**config.mk**
```make
export PLATFORM = sky130hd
export DESIGN_NAME = parking_slot_table
export DESIGN_NICKNAME = d
export VERILOG_FILES = /design/src/rtl/parking_slot_table.sv
export SDC_FILE = /design/constraint.sdc
export NUM_CORES = 1
export LEC_CHECK = 0
export CORE_ASPECT_RATIO = 0.6
export CORE_MARGIN = 4
export CORE_UTILIZATION = 59
export DETAILED_ROUTE_END_ITERATION = 10
export HOLD_SLACK_MARGIN = 0.12
export MAX_ROUTING_LAYER = met4
export PLACE_DENSITY = 0.85
export SYNTH_ARGS = -nofsm -noshare
export SYNTH_HDL_FRONTEND = slang
export SYNTH_SLANG_ARGS = --single-unit
```
**constraint.sdc**
```tcl
create_clock -name clk -period 7.2 [get_ports clk]
set_input_delay 1.44 -clock clk [delete_from_list [all_inputs] [get_ports clk]]
set_output_delay 1.44 -clock clk [all_outputs]
set_load 0.05 [all_outputs]
```
**src/rtl/parking_slot_table.sv**
```systemverilog
// rtl/parking_slot_table.sv - parking bay occupancy, entry-time and exit-cost record store
// Allocates the lowest free bay on entry, prices a stay on exit with wrap-safe duration and saturation.
module parking_slot_table #(
  parameter int NUM_SLOTS = 8,
  parameter int TIME_W    = 10,
  parameter int COST_W    = 10,
  parameter int RATE      = 2,
  parameter int SLOT_W    = $clog2(NUM_SLOTS)
) (
  input  logic              clk,
  input  logic              reset,
  input  logic              entry_req,
  input  logic [TIME_W-1:0] entry_time_in,
  output logic              entry_ack,
  output logic              entry_rej,
  output logic [SLOT_W-1:0] entry_slot,
  input  logic              exit_req,
  input  logic [SLOT_W-1:0] exit_slot,
  input  logic [TIME_W-1:0] exit_time_in,
  output logic              exit_done,
  output logic              exit_err,
  output logic [COST_W-1:0] exit_cost,
  input  logic [SLOT_W-1:0] rd_slot,
  output logic              rd_occupied,
  output logic [TIME_W-1:0] rd_entry_time,
  output logic [COST_W-1:0] rd_cost,
  output logic [SLOT_W:0]   occ_count,
  output logic              full,
  output logic              empty
);

  // Storage is padded to the full index range; bays >= NUM_SLOTS are never
  // written, so they read as empty and any exit to them is refused.
  localparam int DEPTH = 1 << SLOT_W;
  localparam logic [63:0] MAX_COST = (64'd1 << COST_W) - 64'd1;
  localparam logic [SLOT_W:0] CNT_ONE = (SLOT_W+1)'(1);

  logic [DEPTH-1:0]  occ_q, occ_d;
  logic [TIME_W-1:0] entry_time_q [DEPTH];
  logic [TIME_W-1:0] entry_time_d [DEPTH];
  logic [COST_W-1:0] cost_q [DEPTH];
  logic [COST_W-1:0] cost_d [DEPTH];
  logic [SLOT_W:0]   occ_count_q, occ_count_d;
  logic              entry_ack_q, entry_ack_d;
  logic              entry_rej_q, entry_rej_d;
  logic [SLOT_W-1:0] entry_slot_q, entry_slot_d;
  logic              exit_done_q, exit_done_d;
  logic              exit_err_q, exit_err_d;
  logic [COST_W-1:0] exit_cost_q, exit_cost_d;

  logic [SLOT_W-1:0] free_idx;
  logic [TIME_W-1:0] dur;
  logic [63:0]       prod;
  logic [COST_W-1:0] sat_cost;

  always_comb begin
    free_idx = '0;
    for (int i = NUM_SLOTS - 1; i >= 0; i--) begin
      if (!occ_q[i]) free_idx = SLOT_W'(i);
    end
  end

  // Modular subtraction gives the correct stay length across a clock wrap.
  assign dur      = exit_time_in - entry_time_q[exit_slot];
  assign prod     = 64'(dur) * 64'(RATE);
  assign sat_cost = (prod > MAX_COST) ? {COST_W{1'b1}} : prod[COST_W-1:0];

  always_comb begin
    occ_d        = occ_q;
    entry_time_d = entry_time_q;
    cost_d       = cost_q;
    occ_count_d  = occ_count_q;
    entry_ack_d  = 1'b0;
    entry_rej_d  = 1'b0;
    entry_slot_d = entry_slot_q;
    exit_done_d  = 1'b0;
    exit_err_d   = 1'b0;
    exit_cost_d  = exit_cost_q;

    if (exit_req) begin
      if (occ_q[exit_slot]) begin
        occ_d[exit_slot]  = 1'b0;
        cost_d[exit_slot] = sat_cost;
        exit_cost_d       = sat_cost;
        exit_done_d       = 1'b1;
        occ_count_d       = occ_count_d - CNT_ONE;
      end else begin
        exit_err_d = 1'b1;
      end
    end

    // Allocation looks at pre-edge occupancy, so a bay freed above is never reused this cycle.
    if (entry_req) begin
      if (full) begin
        entry_rej_d = 1'b1;
      end else begin
        occ_d[free_idx]        = 1'b1;
        entry_time_d[free_idx] = entry_time_in;
        entry_ack_d            = 1'b1;
        entry_slot_d           = free_idx;
        occ_count_d            = occ_count_d + CNT_ONE;
      end
    end
  end

  always_ff @(posedge clk) begin
    if (reset) begin
      occ_q        <= '0;
      entry_time_q <= '{default: '0};
      cost_q       <= '{default: '0};
      occ_count_q  <= '0;
      entry_ack_q  <= 1'b0;
      entry_rej_q  <= 1'b0;
      entry_slot_q <= '0;
      exit_done_q  <= 1'b0;
      exit_err_q   <= 1'b0;
      exit_cost_q  <= '0;
    end else begin
      occ_q        <= occ_d;
      entry_time_q <= entry_time_d;
      cost_q       <= cost_d;
      occ_count_q  <= occ_count_d;
      entry_ack_q  <= entry_ack_d;
      entry_rej_q  <= entry_rej_d;
      entry_slot_q <= entry_slot_d;
      exit_done_q  <= exit_done_d;
      exit_err_q   <= exit_err_d;
      exit_cost_q  <= exit_cost_d;
    end
  end

  assign entry_ack     = entry_ack_q;
  assign entry_rej     = entry_rej_q;
  assign entry_slot    = entry_slot_q;
  assign exit_done     = exit_done_q;
  assign exit_err      = exit_err_q;
  assign exit_cost     = exit_cost_q;
  assign occ_count     = occ_count_q;
  assign full          = (occ_count_q == (SLOT_W+1)'(NUM_SLOTS));
  assign empty         = (occ_count_q == '0);
  assign rd_occupied   = occ_q[rd_slot];
  assign rd_entry_time = entry_time_q[rd_slot];
  assign rd_cost       = cost_q[rd_slot];

endmodule
```
Yosys cells after proc, flatten, opt, wreduce, memory -nomap -nowiden
Index checks and enable logic that the tools add are counted.
- shifts and indexed selects: 0
- eq/ne operators: 1
- add/subtract/negate cells: 3
- reductions and logical operators: 9
- divide/modulo/power cells: 0
- bitwise operators: 9
- $lt $le $gt $ge: 11
- multiply operators: 0
- muxes and demuxes: 44
- operators by type and width (operator ; number):
    $bwmux 80 ; 2
    $bmux 10 s3 ; 3
    $mux 10 ; 9
    $demux 10 s3 ; 2
    $mux 8 ; 4
    $mux 3 ; 8
    $mux 4 ; 4
    $ge 4x4->1 const B ; 3
    $lt 3x4->1 const B ; 3
    $not 3->4 ; 3
    $gt 11x10->1 const B ; 1
    $sub 10x10->10 ; 1
    $and 8x8->8 ; 1
    $lt 4x1->1 const B ; 2
    $mux 1 ; 8
    $not 8->8 ; 1
    $or 8x8->8 ; 1
    $bmux 1 s3 ; 2
    $demux 1 s3 ; 2
    $ge 3x1->1 const B ; 2
    $add 4x1->4 const B ; 1
    $eq 4x4->1 const B ; 1
    $logic_and 1x1->1 ; 4
    $logic_not 4->1 ; 1
    4 further kinds ; 8
- memories kept: 0
- bits in registers: 189
- ROM bits: 0
- bits in writable memories: 0
- latch bits: 0
- output and inout port bits: 44
- logic and storage cells: 101
- bits of input ports: 30

Logic depth before layout (Yosys ltp)
- depth after elaboration: 15
- gate-level depth with buffers: 16
- depth with buffers taken out: 11

Least setup slack after synthesis
No wires, ideal clock.
- path type: input to register
- start point: input port exit_slot[2]
- end point: register exit_cost_q[7] (netlist: exit_cost[7])
- stages: 16
- path buffers: 6
- path slack: 2300 ps
- data required time: 7119 ps
- data arrival time: 4818 ps
- setup time: 81 ps
- path through: clkbuf_1 > clkbuf_1 > clkbuf_1 > clkbuf_1 > nand3_1 > a21oi_1 > nor3_1 > ha_1 > and2_1 > a221oi_1 > a21oi_1 > a211o_1 > buf_2 > and4_4 > buf_6 > a211oi_2
- word-level cells in the longest chain between the ends: 7
- elaborated cells on any way between the ends: 10
- those cells by class: 1 x add/sub; 1 x order compare; 6 x mux; 1 x bitwise; 1 x reduce/logical
- ends and longest elaborated chain (element ; RTL line ; text):
    start: declaration ; 18 ; input logic [SLOT_W-1:0] exit_slot,
    $not 3->4 (implied by the code) ; 64 ; assign dur = exit_time_in - entry_time_q[exit_slot];
    $bmux 10 s3 ; 64 ;
    $mux 10 (implied by the code) (2 in series) ; 64 ;
    $sub 10x10->10 ; 64 ;
    $gt 11x10->1 ; 66 ; assign sat_cost = (prod > MAX_COST) ? {COST_W{1'b1}} : prod[COST_W-1:0];
    $mux 10 ; 66 ;
    end signal: assignment ; 128 ; exit_cost_q <= exit_cost_d;
    end: declaration ; 49 ; logic [COST_W-1:0] exit_cost_q, exit_cost_d;
Several ways; a longest one is shown, not always the timed one. The select of a mux whose other input is x is not followed.
A chain may end at the register's enable or synchronous reset.

Worst setup path in the final report
- start point: input port exit_slot[1]
- end point: register cost_q[34] (netlist name)
- word-level cells in the longest chain between the ends: 8
- elaborated cells on any way between the ends: 16
- those cells by class: 1 x add/sub; 3 x order compare; 9 x mux; 1 x bitwise; 2 x reduce/logical
- ends and longest elaborated chain (element ; RTL line ; text):
    $not 3->4 (implied by the code) ; 64, 83 ;
    $bmux 10 s3 ; 64 ;
    $mux 10 (implied by the code) (2 in series) ; 64 ;
    $sub 10x10->10 ; 64 ;
    $gt 11x10->1 ; 66 ;
    $mux 10 ; 66 ;
    $bwmux 80 ; 83 ; cost_d[exit_slot] = sat_cost;
    end signal: assignment ; 121 ; cost_q <= cost_d;
    end: declaration ; 41 ; logic [COST_W-1:0] cost_q [DEPTH];
Several ways; a longest one is shown, not always the timed one. The select of a mux whose other input is x is not followed.

==> impl_metrics.tcl <==
set metrics [dict create \
    ys_seq_elements 189 \
    maxCapViolCount 0 \
    clock_skew_ps 14.0 \
    yosys.area_share.adder_pct 1.60 \
    pin_count 74 \
    grt_pass1_vias 8403 \
    yosys.area.top_type_share_pct 38.3 \
    yosysWarnings 0 \
    hold_path.class "flip-flop to flip-flop" \
    area_delta_synth_final_pct 12.7 \
    die_area_sq_um 18900 \
    cts_tree "done" \
    core_sq_um 16300 \
    vias_per_cell 6.75 \
    cts_resized 0 \
    postRouteAntennaNets 0 \
    rsz0062_at_grt "false" \
    gr-usage-all-layers_pct 32.0 \
    hold_ws_ps 459 \
    met2_length_mm 12.0 \
    antenna_found_initial 1 \
    yosys.area_share.simple_pct 15.1 \
    synth-xor-area-share_pct 0.671 \
    multi_input_area_sq_um 5600 \
    cts_htree_levels 4 \
    ys_seq_area_share_pct 38.3 \
    start_kind "primary input" \
    max_slew.worst_pin.slew_ps 1210 \
    place_hpwl_mm 19.1 \
    finalCritPeriodShare_pct 81.5 \
    root_buffer "clkbuf_16" \
    fin_nets 1080 \
    power.leakage_uw 0.00369 \
    synth_ff_type "dfxtp_1" \
    worstSetupPathType "primary input to flip-flop" \
    grt_pass1_wl_mm 46.4 \
    cts.sinks 189 \
    hold_viol_final 0 \
    vias 8641 \
    gp_congestion 0.971 \
    synth_top_family_by_area "compound AO/OA/AOI/OAI gates" \
    worstPathRequired_ps 7460 \
    final-setup-viol-count 0 \
    clk_pin_slew_worst_paths_ps 70 \
    min_period_ps 5870 \
    seqCellArea_sq_um 3780 \
    ir_drop_v 0.000140 \
    syn_area_sq_um 9880 \
    clk_latency_ps 440 \
    grt_max_degree 119 \
    drc_errors 0 \
    utilization_pct 68.3 \
    fp-row-count 36 \
    gr-total-overflow 0 \
    cts_hold_buf 0 \
    relSlewSlack_pct 18.7 \
    drtPass1Iterations 6 \
    wl_per_cell_um 22.7 \
    top_layer "met4" \
    crit_path_end_kind "flip-flop" \
    p_per_area_nw_per_um2 218 \
    fin_setup_tns_ps 0 \
    p_total_uw 2430 \
    wl_met3_mm 4.14 \
    async_flop_share_pct 0 \
    synth_common_cells "189 x dfxtp_1, 119 x nor2_1, 90 x a21oi_1, 79 x clkbuf_1, 68 x nand2_1" \
    crit_arrival_ps 6130 \
    syn-num-nets 1073 \
    num-fill-cells 1262 \
    final_layout_size_suffix_gt1_share_pct 18.5 \
    netlist_instances 1031 \
    drtIter0Drc 1109 \
    fp.dieH_um 108 \
    synth_compound_area_share_pct 21.3 \
    synth.most_common_cell "dfxtp_1" \
    ys_top_cells_by_area "dfxtp_1 38%, mux4_2 12%, a21oi_1 4.6%" \
    synth_edf_count 0 \
    die_x_um 175 \
    yosysUniqueCellTypes 62 \
    post_synth.cell_area_avg_sq_um 9.58 \
    clk_path_buf_depth 2 \
    post-cts-setup-buffers 0 \
    wl_met1_mm 12.3 \
    cts-buffers-inserted 17 \
    portBuffers 73 \
    status "finished, final reports clean" \
    critPathMaxFanout 39 \
    timing.fmax_ghz 0.170 \
    drv_slew 0 \
    wirelength_mm 29.1 \
    yosysTopAreaCell "dfxtp_1" \
    initial_core_util_pct 60.6 \
    muxShareOfSynthArea_pct 17.9 \
]
final timing paths:
path                            depth (start not counted)  slack (ps)                          to                          start
worst max-delay path                                   12        1330     cost_q[34]$_SDFFE_PP0P_                   exit_slot[1]
worst min-delay path                                    2         460  entry_slot[0]$_SDFFE_PP0P_     entry_slot[0]$_SDFFE_PP0P_
worst max register to register                         11        3050     cost_q[34]$_SDFFE_PP0P_  entry_time_q[16]$_SDFFE_PP0P_
worst min register to register                          2         460  entry_slot[0]$_SDFFE_PP0P_     entry_slot[0]$_SDFFE_PP0P_
sequential cells by signal (all words and copies together), names as in the netlist:
register / cells
entry_slot: 3
exit_done: 1
occ_q: 8
exit_err: 1
entry_rej: 1
exit_cost: 10
entry_time_q: 80
occ_count: 4
cost_q: 80
entry_ack: 1
critical path: stages:
cell	delay, ps
clkdlybuf4s50_1	980
buf_4	370
mux4_2	340
mux2i_1	200
ha_1	300
and2_1	180
a221oi_1	520
a21oi_1	170
o211ai_1	280
and2_2	800
buf_4	400
a311oi_1	140
layout by cell type, fill, tap and decap left out, types with 4 or more instances in the layout:
master           count
clkinvlp_4           4
o211ai_1            16
mux2_2              25
ha_1                11
or3_1                5
a211oi_2            18
buf_4               22
a311oi_2            27
nor2_1             119
nand2_1             68
a22oi_1              8
mux2i_1             27
nand2b_1             8
nor3_2               4
a21oi_1             90
mux4_2              53
and3_1               7
o21ai_1             30
nor3_1               5
nor2b_1              8
clkdlybuf4s50_1     69
and2_1               4
nand3_1             67
inv_1               10
o22ai_1              4
inv_6                6
clkbuf_16           17
a311oi_1            35
dfxtp_1            189
nand3b_1            10
o21ai_0             27
stage by stage:
stage | cell area [sq um] | setup WS, ps | std cells
floorplan | 9880 | 2300 | 1031
global placement | 10600 | 1180 | 1247
detailed placement | 10600 | 1030 | 1247
CTS | 11100 | 1390 | 1279
global route | 11100 | 995 | 1280
finish | 11100 | 1330 | 1280
power by group:
group / total [uW] / internal [uW] / switching [uW]
clock network: 898 / 452 / 446
registers: 1100 / 1070 / 25.5
logic: 432 / 142 / 291
logic make-up (layout without fill, tap and decap cells):
logic type | Yosys count | after routing
muxes | 107 | 107
adders and majority gates | 12 | 12
AOI/OAI and AO/OA | 281 | 281
and+or+nand+nor | 319 | 319
buffers and inverters | 117 | 137
other | 0 | 1
xor gates and xnor gates | 6 | 6
DFF | 189 | 189
layer usage:
layer,vias up,global-route usage [%]
met2,550,43.6
met3,82,10.0
met4,0,10.9
met5,-,-
met1,4151,45.1
li1,3858,-
area by class of cell:
cell class	count	share of cell area [%]
antenna	1	0.0225
clock buffer	20	3.92
clock inverter	12	0.922
inverter	10	0.337
multi-input combinational	725	50.3
sequential	189	34.0
tap	228	2.56
timing repair buffer	95	7.92
Power figures use the tool's default switching activity.
